$ cat src/rtl/seven_seg_scanner_pkg.sv
// Shared types and constants for the multiplexed seven-segment scanner.
// Anode widths are parameterised per instance, so the all-off pattern is kept at max width here.
package seven_seg_scanner_pkg;

    typedef enum logic [0:0] {
        ST_BLANK = 1'b0,
        ST_ON    = 1'b1
    } scan_state_e;

    localparam int          MAX_DIGITS = 8;
    localparam logic [6:0]  SEG_OFF    = 7'h7F;
    localparam logic [MAX_DIGITS-1:0] AN_OFF_ALL = 8'hFF;

endpackage

$ cat src/rtl/seven_seg_scanner_decoder.sv
// Hex nibble to active-low seven-segment pattern, bit order {g,f,e,d,c,b,a}.
module seven_seg_decoder
    import seven_seg_scanner_pkg::*;
(
    input  logic [3:0] digit,
    output logic [6:0] segs
);

    // Pure lookup; every code is listed so the default only guards X propagation.
    always_comb begin
        segs = SEG_OFF;
        case (digit)
            4'h0:    segs = 7'h40;
            4'h1:    segs = 7'h79;
            4'h2:    segs = 7'h24;
            4'h3:    segs = 7'h30;
            4'h4:    segs = 7'h19;
            4'h5:    segs = 7'h12;
            4'h6:    segs = 7'h02;
            4'h7:    segs = 7'h78;
            4'h8:    segs = 7'h00;
            4'h9:    segs = 7'h10;
            4'hA:    segs = 7'h08;
            4'hB:    segs = 7'h03;
            4'hC:    segs = 7'h46;
            4'hD:    segs = 7'h21;
            4'hE:    segs = 7'h06;
            4'hF:    segs = 7'h0E;
            default: segs = SEG_OFF;
        endcase
    end

endmodule

$ cat src/rtl/seven_seg_scanner.sv
// Time-multiplexed common-anode display driver with per-digit blanking gap,
// frame-synchronous shadow update and optional leading-zero suppression.
module seven_seg_scanner #(
    parameter int NUM_DIGITS   = 4,
    parameter int ON_CYCLES    = 50000,
    parameter int BLANK_CYCLES = 1000
) (
    input  logic                      clk,
    input  logic                      reset,
    input  logic                      en,
    input  logic                      load,
    input  logic [4*NUM_DIGITS-1:0]   value_in,
    input  logic [NUM_DIGITS-1:0]     dp_in,
    input  logic [NUM_DIGITS-1:0]     blank_in,
    input  logic                      lzb,
    output logic [6:0]                segs,
    output logic                      dp_n,
    output logic [NUM_DIGITS-1:0]     an,
    output logic                      frame_done
);

    import seven_seg_scanner_pkg::*;

    localparam int CNT_MAX = (ON_CYCLES > BLANK_CYCLES) ? ON_CYCLES : BLANK_CYCLES;
    localparam int CNT_W   = (CNT_MAX > 1) ? $clog2(CNT_MAX) : 1;
    localparam int IDX_W   = $clog2(NUM_DIGITS);
    localparam int VAL_W   = 4 * NUM_DIGITS;

    localparam logic [NUM_DIGITS-1:0] AN_OFF     = AN_OFF_ALL[NUM_DIGITS-1:0];
    localparam logic [CNT_W-1:0]      ON_LAST    = CNT_W'(ON_CYCLES - 1);
    localparam logic [CNT_W-1:0]      BLANK_LAST = CNT_W'(BLANK_CYCLES - 1);
    localparam logic [IDX_W-1:0]      IDX_LAST   = IDX_W'(NUM_DIGITS - 1);

    scan_state_e            state_r, state_nx_s;
    logic [IDX_W-1:0]       idx_r, idx_nx_s;
    logic [CNT_W-1:0]       cnt_r, cnt_nx_s;
    logic                   blank_entry_s;
    logic                   light_s;
    logic                   boundary_s;

    logic [VAL_W-1:0]       act_val_r, act_val_nx_s;
    logic [NUM_DIGITS-1:0]  act_dp_r, act_dp_nx_s;
    logic [NUM_DIGITS-1:0]  act_blank_r, act_blank_nx_s;
    logic [VAL_W-1:0]       pend_val_r, pend_val_nx_s;
    logic [NUM_DIGITS-1:0]  pend_dp_r, pend_dp_nx_s;
    logic [NUM_DIGITS-1:0]  pend_blank_r, pend_blank_nx_s;
    logic                   pend_valid_r, pend_valid_nx_s;

    logic [NUM_DIGITS-1:0]  lz_mask_s;
    logic [3:0]             dig_nib_s;
    logic                   dig_dp_s;
    logic                   sup_nx_s;
    logic                   sup_r;
    logic [6:0]             dec_segs_s;
    logic [NUM_DIGITS-1:0]  an_sel_s;

    assign boundary_s = en && (state_r == ST_ON) && (cnt_r == ON_LAST) && (idx_r == IDX_LAST);

    // Slot sequencing: BLANK gap then ON for each digit; en low parks the scan at digit 0's gap.
    always_comb begin
        state_nx_s    = state_r;
        idx_nx_s      = idx_r;
        cnt_nx_s      = cnt_r + CNT_W'(1);
        blank_entry_s = 1'b0;
        light_s       = 1'b0;
        if (!en) begin
            state_nx_s    = ST_BLANK;
            idx_nx_s      = IDX_W'(0);
            cnt_nx_s      = CNT_W'(0);
            blank_entry_s = 1'b1;
        end else begin
            case (state_r)
                ST_BLANK: begin
                    if (cnt_r == BLANK_LAST) begin
                        state_nx_s = ST_ON;
                        cnt_nx_s   = CNT_W'(0);
                        light_s    = 1'b1;
                    end else begin
                        state_nx_s = ST_BLANK;
                    end
                end
                ST_ON: begin
                    if (cnt_r == ON_LAST) begin
                        state_nx_s    = ST_BLANK;
                        cnt_nx_s      = CNT_W'(0);
                        blank_entry_s = 1'b1;
                        if (idx_r == IDX_LAST) begin
                            idx_nx_s = IDX_W'(0);
                        end else begin
                            idx_nx_s = idx_r + IDX_W'(1);
                        end
                    end else begin
                        state_nx_s = ST_ON;
                    end
                end
                default: begin
                    state_nx_s    = ST_BLANK;
                    idx_nx_s      = IDX_W'(0);
                    cnt_nx_s      = CNT_W'(0);
                    blank_entry_s = 1'b1;
                end
            endcase
        end
    end

    // Shadow update: a load on the boundary cycle bypasses straight to the active copy.
    always_comb begin
        act_val_nx_s    = act_val_r;
        act_dp_nx_s     = act_dp_r;
        act_blank_nx_s  = act_blank_r;
        pend_val_nx_s   = pend_val_r;
        pend_dp_nx_s    = pend_dp_r;
        pend_blank_nx_s = pend_blank_r;
        pend_valid_nx_s = pend_valid_r;
        if (boundary_s) begin
            if (load) begin
                act_val_nx_s   = value_in;
                act_dp_nx_s    = dp_in;
                act_blank_nx_s = blank_in;
            end else if (pend_valid_r) begin
                act_val_nx_s   = pend_val_r;
                act_dp_nx_s    = pend_dp_r;
                act_blank_nx_s = pend_blank_r;
            end else begin
                act_val_nx_s   = act_val_r;
            end
            pend_valid_nx_s = 1'b0;
        end else if (load) begin
            pend_val_nx_s   = value_in;
            pend_dp_nx_s    = dp_in;
            pend_blank_nx_s = blank_in;
            pend_valid_nx_s = 1'b1;
        end else begin
            pend_valid_nx_s = pend_valid_r;
        end
    end

    // Leading-zero mask from the data that will be active after this edge; digit 0 always shows.
    always_comb begin
        logic run_zero;
        run_zero  = 1'b1;
        lz_mask_s = {NUM_DIGITS{1'b0}};
        for (int i = NUM_DIGITS - 1; i >= 0; i--) begin
            run_zero     = run_zero & (act_val_nx_s[4*i +: 4] == 4'h0);
            lz_mask_s[i] = lzb & run_zero & (i != 0);
        end
    end

    // Digit mux for the slot about to start, plus the one-cold anode for the current slot.
    always_comb begin
        dig_nib_s = act_val_nx_s[{idx_nx_s, 2'b00} +: 4];
        dig_dp_s  = act_dp_nx_s[idx_nx_s];
        sup_nx_s  = act_blank_nx_s[idx_nx_s] | lz_mask_s[idx_nx_s];
        an_sel_s  = AN_OFF;
        for (int i = 0; i < NUM_DIGITS; i++) begin
            an_sel_s[i] = (IDX_W'(i) != idx_r);
        end
    end

    seven_seg_decoder u_decoder (
        .digit (dig_nib_s),
        .segs  (dec_segs_s)
    );

    // Scan state, slot counter and digit index.
    always_ff @(posedge clk or posedge reset) begin
        if (reset) begin
            state_r <= ST_BLANK;
            idx_r   <= IDX_W'(0);
            cnt_r   <= CNT_W'(0);
        end else begin
            state_r <= state_nx_s;
            idx_r   <= idx_nx_s;
            cnt_r   <= cnt_nx_s;
        end
    end

    // Active and pending display shadows.
    always_ff @(posedge clk or posedge reset) begin
        if (reset) begin
            act_val_r    <= {VAL_W{1'b0}};
            act_dp_r     <= {NUM_DIGITS{1'b0}};
            act_blank_r  <= {NUM_DIGITS{1'b0}};
            pend_val_r   <= {VAL_W{1'b0}};
            pend_dp_r    <= {NUM_DIGITS{1'b0}};
            pend_blank_r <= {NUM_DIGITS{1'b0}};
            pend_valid_r <= 1'b0;
        end else begin
            act_val_r    <= act_val_nx_s;
            act_dp_r     <= act_dp_nx_s;
            act_blank_r  <= act_blank_nx_s;
            pend_val_r   <= pend_val_nx_s;
            pend_dp_r    <= pend_dp_nx_s;
            pend_blank_r <= pend_blank_nx_s;
            pend_valid_r <= pend_valid_nx_s;
        end
    end

    // Pin registers: segment data only moves while every anode is off.
    always_ff @(posedge clk or posedge reset) begin
        if (reset) begin
            segs       <= SEG_OFF;
            dp_n       <= 1'b1;
            an         <= AN_OFF;
            frame_done <= 1'b0;
            sup_r      <= 1'b0;
        end else begin
            frame_done <= boundary_s;
            if (blank_entry_s) begin
                segs  <= dec_segs_s;
                dp_n  <= ~dig_dp_s;
                sup_r <= sup_nx_s;
                an    <= AN_OFF;
            end else if (light_s) begin
                an <= sup_r ? AN_OFF : an_sel_s;
            end else begin
                an <= an;
            end
        end
    end

endmodule

$ cat config.mk
export PLATFORM = sky130hd
export DESIGN_NAME = seven_seg_scanner
export DESIGN_NICKNAME = d
export VERILOG_FILES = /design/src/rtl/seven_seg_scanner_pkg.sv /design/src/rtl/seven_seg_scanner_decoder.sv /design/src/rtl/seven_seg_scanner.sv
export SDC_FILE = /design/constraint.sdc
export NUM_CORES = 1
export LEC_CHECK = 0
export CORE_UTILIZATION = 51
export CTS_CLUSTER_SIZE = 24
export DETAILED_ROUTE_END_ITERATION = 7
export PLACE_DENSITY = 0.79
export SETUP_SLACK_MARGIN = 0.4
export SLEW_MARGIN = 20
export SYNTH_ARGS = -nofsm -noshare
export SYNTH_HDL_FRONTEND = slang
export SYNTH_SLANG_ARGS = --single-unit
$ cat constraint.sdc
create_clock -name clk -period 5.8 [get_ports clk]
set_input_delay 0.58 -clock clk [delete_from_list [all_inputs] [get_ports clk]]
set_output_delay 0.58 -clock clk [all_outputs]
set_load 0.005 [all_outputs]
==> flow_metrics.tcl, run 1 <==
set metrics [dict create \
    grt_pass1_vias 3146 \
    grt_overflow 0 \
    dp.final_hpwl_um 5950 \
    critical_path.startpoint "cnt_r[4]" \
    status "completed" \
    cp_data_arrival_time_ns 4.59 \
    fin_cells 526 \
    power_mw 1.06 \
    final_util 0.613 \
    report.final.hold_viol_count 0 \
    insertion_delay_ns 0.36 \
    cts_tree "built" \
    synthCells 383 \
    dieArea_sq_um 8450 \
    worst_setup_path_end_kind "flop" \
    ys_seq_area_frac 0.501 \
    cts-root-buf "clkbuf_8" \
    ys_top_cells_by_area "dfrtp_1 42%, dfstp_2 7.6%, mux2_2 7.4%" \
    antenna_found_initial 0 \
    ctsLongestPathBuffers 2 \
    drive_above_1_share 0.167 \
    clk_pin_slew_worst_paths_ns 0.09 \
    path_cells "or4_1 > or3_1 > or3_1 > buf_4 > a221o_1 > mux2_2 > o21ai_0 > inv_1 > ha_1 > o2111ai_1 > o311ai_0" \
    yosysWarningCount 0 \
    numCtsBuffers 9 \
    dpl.cell_count 510 \
    holdWs_ns 0.456 \
    worst_path_most_repeated_cell "or3_1" \
    grt_pass1_wl_um 15200 \
    yosys.area.top_type_share 0.424 \
    tns_ns 0 \
    diodes 0 \
    final-setup-viol-count 0 \
    netlist_area_sq_um 4130 \
    viasPerCell 5.95 \
    rsz0062_at_grt "false" \
    die_w_um 92.0 \
    grt_max_degree 83 \
    wl_per_cell_um 16.7 \
    min_path_type "flop to flop" \
    drcViolationCount 0 \
    tightest_slew_ns 1.09 \
    start_util 0.531 \
    grtUsageTotal 0.227 \
    peakVddDrop_mv 0.146 \
    crit_required_ns 6.04 \
    die_h_um 92.0 \
    path_buf_inv 2 \
    drt-initial-drc-count 206 \
    first_pass_iters 4 \
    via_count 3130 \
    gp_congestion 0.818 \
    post_cts_buffers 0 \
    ctsHoldBuffers 0 \
    drv_slew 0 \
    fin_crit_sh 0.749 \
    clock_skew_ns 0.00897 \
    synth_top_area_cell "dfrtp_1" \
    path_class "flop to flop" \
    yosysMostFrequentCell "dfrtp_1" \
    synth_seq_cells 82 \
    synth_edf_count 0 \
    syn_avg_cell_area_sq_um 10.8 \
    slowest_delay_ns 0.57 \
    min_from "cnt_r[0]" \
    synth.net_count 422 \
    ys.flop_type "dfrtp_1" \
    ant_nets 0 \
    fmax_mhz 230 \
    rows 32 \
    yosys-top-cells-count "70 x dfrtp_1, 40 x nor2_1, 27 x mux2_2" \
    async_flop_share 1.00 \
    period_minus_slack_ns 4.34 \
    cts_htree_levels 3 \
    drt_wl_total_um 8770 \
    crit_slowest_cell "or4_1" \
    cts_num_sinks 82 \
    io_pins 42 \
    core_sq_um 7770 \
    ctsResizeCount 0 \
    p_leak_nw 2.01 \
    worst-path-max-fanout 27 \
    power_density_nw_per_um2 224 \
    r2r-start "cnt_r[4]" \
    portBuffers 41 \
    ys_types 49 \
    nets 458 \
    cp-start-kind "flop" \
    maxCapViolCount 0 \
    area_growth_pct 15.4 \
    cp_top_family "simple AND/OR/NAND/NOR gates" \
    max_slew_margin 0.274 \
]
## sequential cells by signal (all words and copies together), names as in the netlist
name          count
frame_done        1
act_blank_r       4
act_dp_r          4
pend_dp_r         4
act_val_r        16
sup_r             1
pend_val_r       16
segs              7
dp_n              1
idx_r             2
cnt_r            16
an                4
pend_blank_r      4
state_r           1
pend_valid_r      1
## final timing paths
check,cells after the start,end,slack [ns]
min reg2reg,1,cnt_r[0],0.46
min in group asynchronous,3,cnt_r[0],0.70
min,1,cnt_r[0],0.46
max reg2reg,11,segs[3],1.46
max in group asynchronous,3,pend_val_r[12],4.57
max,11,segs[3],1.46
## cells by family after synthesis
kind of cell               synth area share
xor gates and xnor gates             0.0318
and+or+nand+nor                       0.134
buffers and inverters                0.0440
AOI/OAI and AO/OA                     0.166
DFF                                   0.501
muxes                                0.0931
adders and majority gates            0.0303
## routing by layer
layer,vias up,track usage,share of wire,wire (um)
li1,1470,-,-,-
met1,1578,0.303,0.45,3960
met2,72,0.357,0.49,4270
met3,10,0.0655,0.050,436
met4,0,0.0703,0.011,93
met5,-,0,0,0
## worst register-to-register path: cells and delay by family (launching register included)
kind            cells  cell delay, ns
mux                 1            0.27
buf+inv             2            0.45
fa+ha+maj           1            0.29
flops               1            0.43
compound gates      4            1.39
simple gates        3            1.41
## metrics by stage
step / cell area [sq um] / setup slack, ns
2_1_floorplan: 4130 / 2.21
6_report: 4760 / 1.46
3_5_place_dp: 4580 / 1.55
3_3_place_gp: 4580 / 1.74
5_1_grt: 4760 / 1.26
4_1_cts: 4760 / 1.50
## power breakdown
part / internal (mW) / leakage [nW] / switching, mW / total, mW
Sequential: 0.595 / 1.04 / 0.0119 / 0.606
Combinational: 0.0421 / 0.895 / 0.0382 / 0.0803
Clock: 0.157 / 0.0783 / 0.221 / 0.378
Total: 0.794 / 2.01 / 0.271 / 1.06
## placed cells by master (no fill, tap or decap), types with 4 or more instances in the layout
| master | instances |
|---|---|
| a221o_1 | 9 |
| nand3_1 | 15 |
| a21oi_1 | 10 |
| xnor2_1 | 6 |
| nor2_1 | 39 |
| nand2_1 | 22 |
| a22oi_1 | 13 |
| dfrtp_1 | 70 |
| a32o_1 | 12 |
| mux2i_1 | 8 |
| or4_1 | 5 |
| xor2_1 | 9 |
| clkbuf_8 | 9 |
| clkdlybuf4s50_1 | 41 |
| mux2_2 | 27 |
| and3_1 | 7 |
| dfstp_2 | 12 |
| o21ai_0 | 13 |
| nor2b_1 | 9 |
| inv_1 | 13 |
| ha_1 | 10 |
| a31oi_1 | 12 |
| clkinvlp_4 | 4 |
## area by class of cell
| class | count | area (sq um) |
|---|---|---|
| Inverter | 17 | 67.6 |
| Timing Repair Buffer | 45 | 444 |
| Sequential cell | 82 | 2070 |
| Clock buffer | 9 | 124 |
| Tap cell | 102 | 128 |
| Multi-Input combinational cell | 264 | 1880 |
| Fill cell | 655 | 3000 |
| Clock inverter | 7 | 52.6 |
Power figures use the tool's default switching activity.
==> run 2, diff against run 1 <==
- clock period: 5.8 -> 4.5 ns (I/O delays scaled with it)
==> run 2 against run 1 <==
Effect of this change: critical path depth is 3 higher; non-clock buffer count rose by 4; sequential power rose by 29%; via count up 0.93%; routed wire length increased by 3.5%; largest cell class unchanged; hold slack better by 0.010 ns; flip-flop and latch count stayed put; cell count up 0.76%; global-route usage increased by 0.47 points; combinational power up 30%.
==> flow_metrics.tcl, run 2 (synthesized netlist as in run 1, its figures left out) <==
set metrics [dict create \
    period_minus_slack_ns 3.86 \
    crit_required_ns 4.81 \
    critical_path.startpoint "cnt_r[4]" \
    antenna_found_initial 0 \
    dpl.cell_count 514 \
    ff2ff_path_depth 14 \
    crit_path_end "segs[2]" \
    gp_congestion 0.927 \
    start_util 0.531 \
    tightest_slew_ns 0.856 \
    final-seq-area_sq_um 2070 \
    fmax_mhz 259 \
    cts_htree_levels 3 \
    viasPerCell 5.96 \
    numCtsBuffers 9 \
    dp.final_hpwl_um 6220 \
    via_count 3159 \
    min_path_type "flop to flop" \
    comb_power_share 0.072 \
    io_pins 42 \
    drt_wl_total_um 9070 \
    diodes 0 \
    rows 32 \
    worst-path-max-fanout 21 \
    area_growth_pct 17.0 \
    drt-initial-drc-count 260 \
    clock_skew_ns 0.0159 \
    maxCapViolCount 0 \
    worst_setup_path_end_kind "flop" \
    p_sw_frac 0.252 \
    core_sq_um 7770 \
    rsz0062_at_grt "false" \
    p_leak_nw 2.06 \
    switchingPower_uw 365 \
    grt_max_degree 51 \
    power_density_nw_per_um2 300 \
    fillers 636 \
    drive_above_1_share 0.182 \
    grt_pass1_vias 3135 \
    ctsLongestPathBuffers 2 \
    clock_power_share 0.387 \
    clk_pin_slew_worst_paths_ns 0.10 \
    tns_ns 0 \
    final_common_cell "dfrtp_1" \
    grt_overflow 0 \
    cts_num_sinks 82 \
    path_class "flop to flop" \
    cts-root-buf "clkbuf_8" \
    final_util 0.622 \
    layout_common_cells "70 x dfrtp_1, 41 x clkdlybuf4s50_1, 39 x nor2_1" \
    cts_tree "built" \
    cp-start-kind "flop" \
    insertion_delay_ns 0.38 \
    reg2reg_to "segs[2]" \
    ant_nets 0 \
    rrSetupSlack_ns 0.64 \
    p_int_mw 1.08 \
    dieArea_sq_um 8450 \
    max_slew_margin 0.430 \
    grt_pass1_wl_um 15300 \
    peakVddDrop_mv 0.210 \
    grtUsageTotal 0.231 \
    die_w_um 92.0 \
    die_h_um 92.0 \
    portBuffers 41 \
    report.final.hold_viol_count 0 \
    r2r-start "cnt_r[4]" \
    wl_per_cell_um 17.1 \
    drcViolationCount 0 \
    placed_cell_area_sq_um 4610 \
    final-setup-viol-count 0 \
    top_regs "act_val_r x16, cnt_r x16, pend_val_r x16" \
    cp_data_arrival_time_ns 4.17 \
    first_pass_iters 5 \
    drv_slew 0 \
    nets 462 \
    fin_cells 530 \
    multi_input_area_sq_um 1890 \
    fin_crit_sh 0.858 \
    fin_area_sq_um 4830 \
    status "completed" \
    p_seq_frac 0.541 \
]
## run 2: per-stage QoR
| stage | power, mW | hold WS, ns | setup WS [ns] |
|---|---|---|---|
| global placement | 0.899 | 0.437 | 0.506 |
| global route | 1.50 | 0.488 | 0.405 |
| CTS | 1.46 | 0.463 | 0.411 |
| finish | 1.45 | 0.466 | 0.638 |
| floorplan | 0.846 | 0.425 | 0.907 |
| detailed placement | 0.903 | 0.449 | 0.376 |
## run 2: routing by layer
layer / vias up / part of all wire / wire length [um] / track usage
li1: 1475 / - / - / -
met1: 1577 / 0.44 / 4020 / 0.302
met2: 94 / 0.49 / 4400 / 0.379
met3: 13 / 0.056 / 509 / 0.0514
met4: 0 / 0.015 / 135 / 0.0833
met5: - / 0 / 0 / 0
## run 2: power by group through the flow
| stage | sequential, mW | combinational [mW] | clock, mW |
|---|---|---|---|
| 6_report | 0.783 | 0.104 | 0.560 |
| 5_1_grt | 0.786 | 0.116 | 0.596 |
| 4_1_cts | 0.783 | 0.106 | 0.568 |
| 3_5_place_dp | 0.797 | 0.106 | 0 |
| 3_3_place_gp | 0.796 | 0.103 | 0 |
| 2_1_floorplan | 0.791 | 0.0550 | 0 |
## run 2: layout make-up
| cell class | count | share of cell area |
|---|---|---|
| clock buffers | 9 | 0.0257 |
| repair buffers | 49 | 0.0974 |
| clock inverters | 7 | 0.0163 |
| inverters | 17 | 0.0140 |
| flip-flops and latches | 82 | 0.428 |
| well taps | 102 | 0.0264 |
| multi-input cells | 264 | 0.392 |
## run 2: what timing repair did
item	CTS	global route
resized for setup	2	2
hold buffers	0	0
endpoints found under the setup margin	2	7
buffers inserted	0	0
## run 2: how the worst min path moves through the flow
stage / from / endpoint / slack [ns] / cells after the start
6_report: cnt_r[0] / cnt_r[0] / 0.47 / 1
5_1_grt: cnt_r[0] / cnt_r[0] / 0.49 / 1
4_1_cts: cnt_r[0] / cnt_r[0] / 0.46 / 1
3_5_place_dp: cnt_r[0] / cnt_r[0] / 0.45 / 1
3_3_place_gp: cnt_r[0] / cnt_r[0] / 0.44 / 1
2_1_floorplan: cnt_r[0] / cnt_r[0] / 0.43 / 1
## run 2: worst max-delay path: stages (launching register included)
cell	delay [ns]
dfrtp_1	0.43
or4_1	0.54
or3_1	0.37
or3_4	0.50
inv_4	0.17
and2_4	0.33
a221oi_1	0.14
inv_1	0.09
a2bb2oi_1	0.15
o21ai_1	0.18
inv_1	0.17
ha_1	0.28
inv_1	0.06
a221oi_1	0.29
nor2_1	0.07
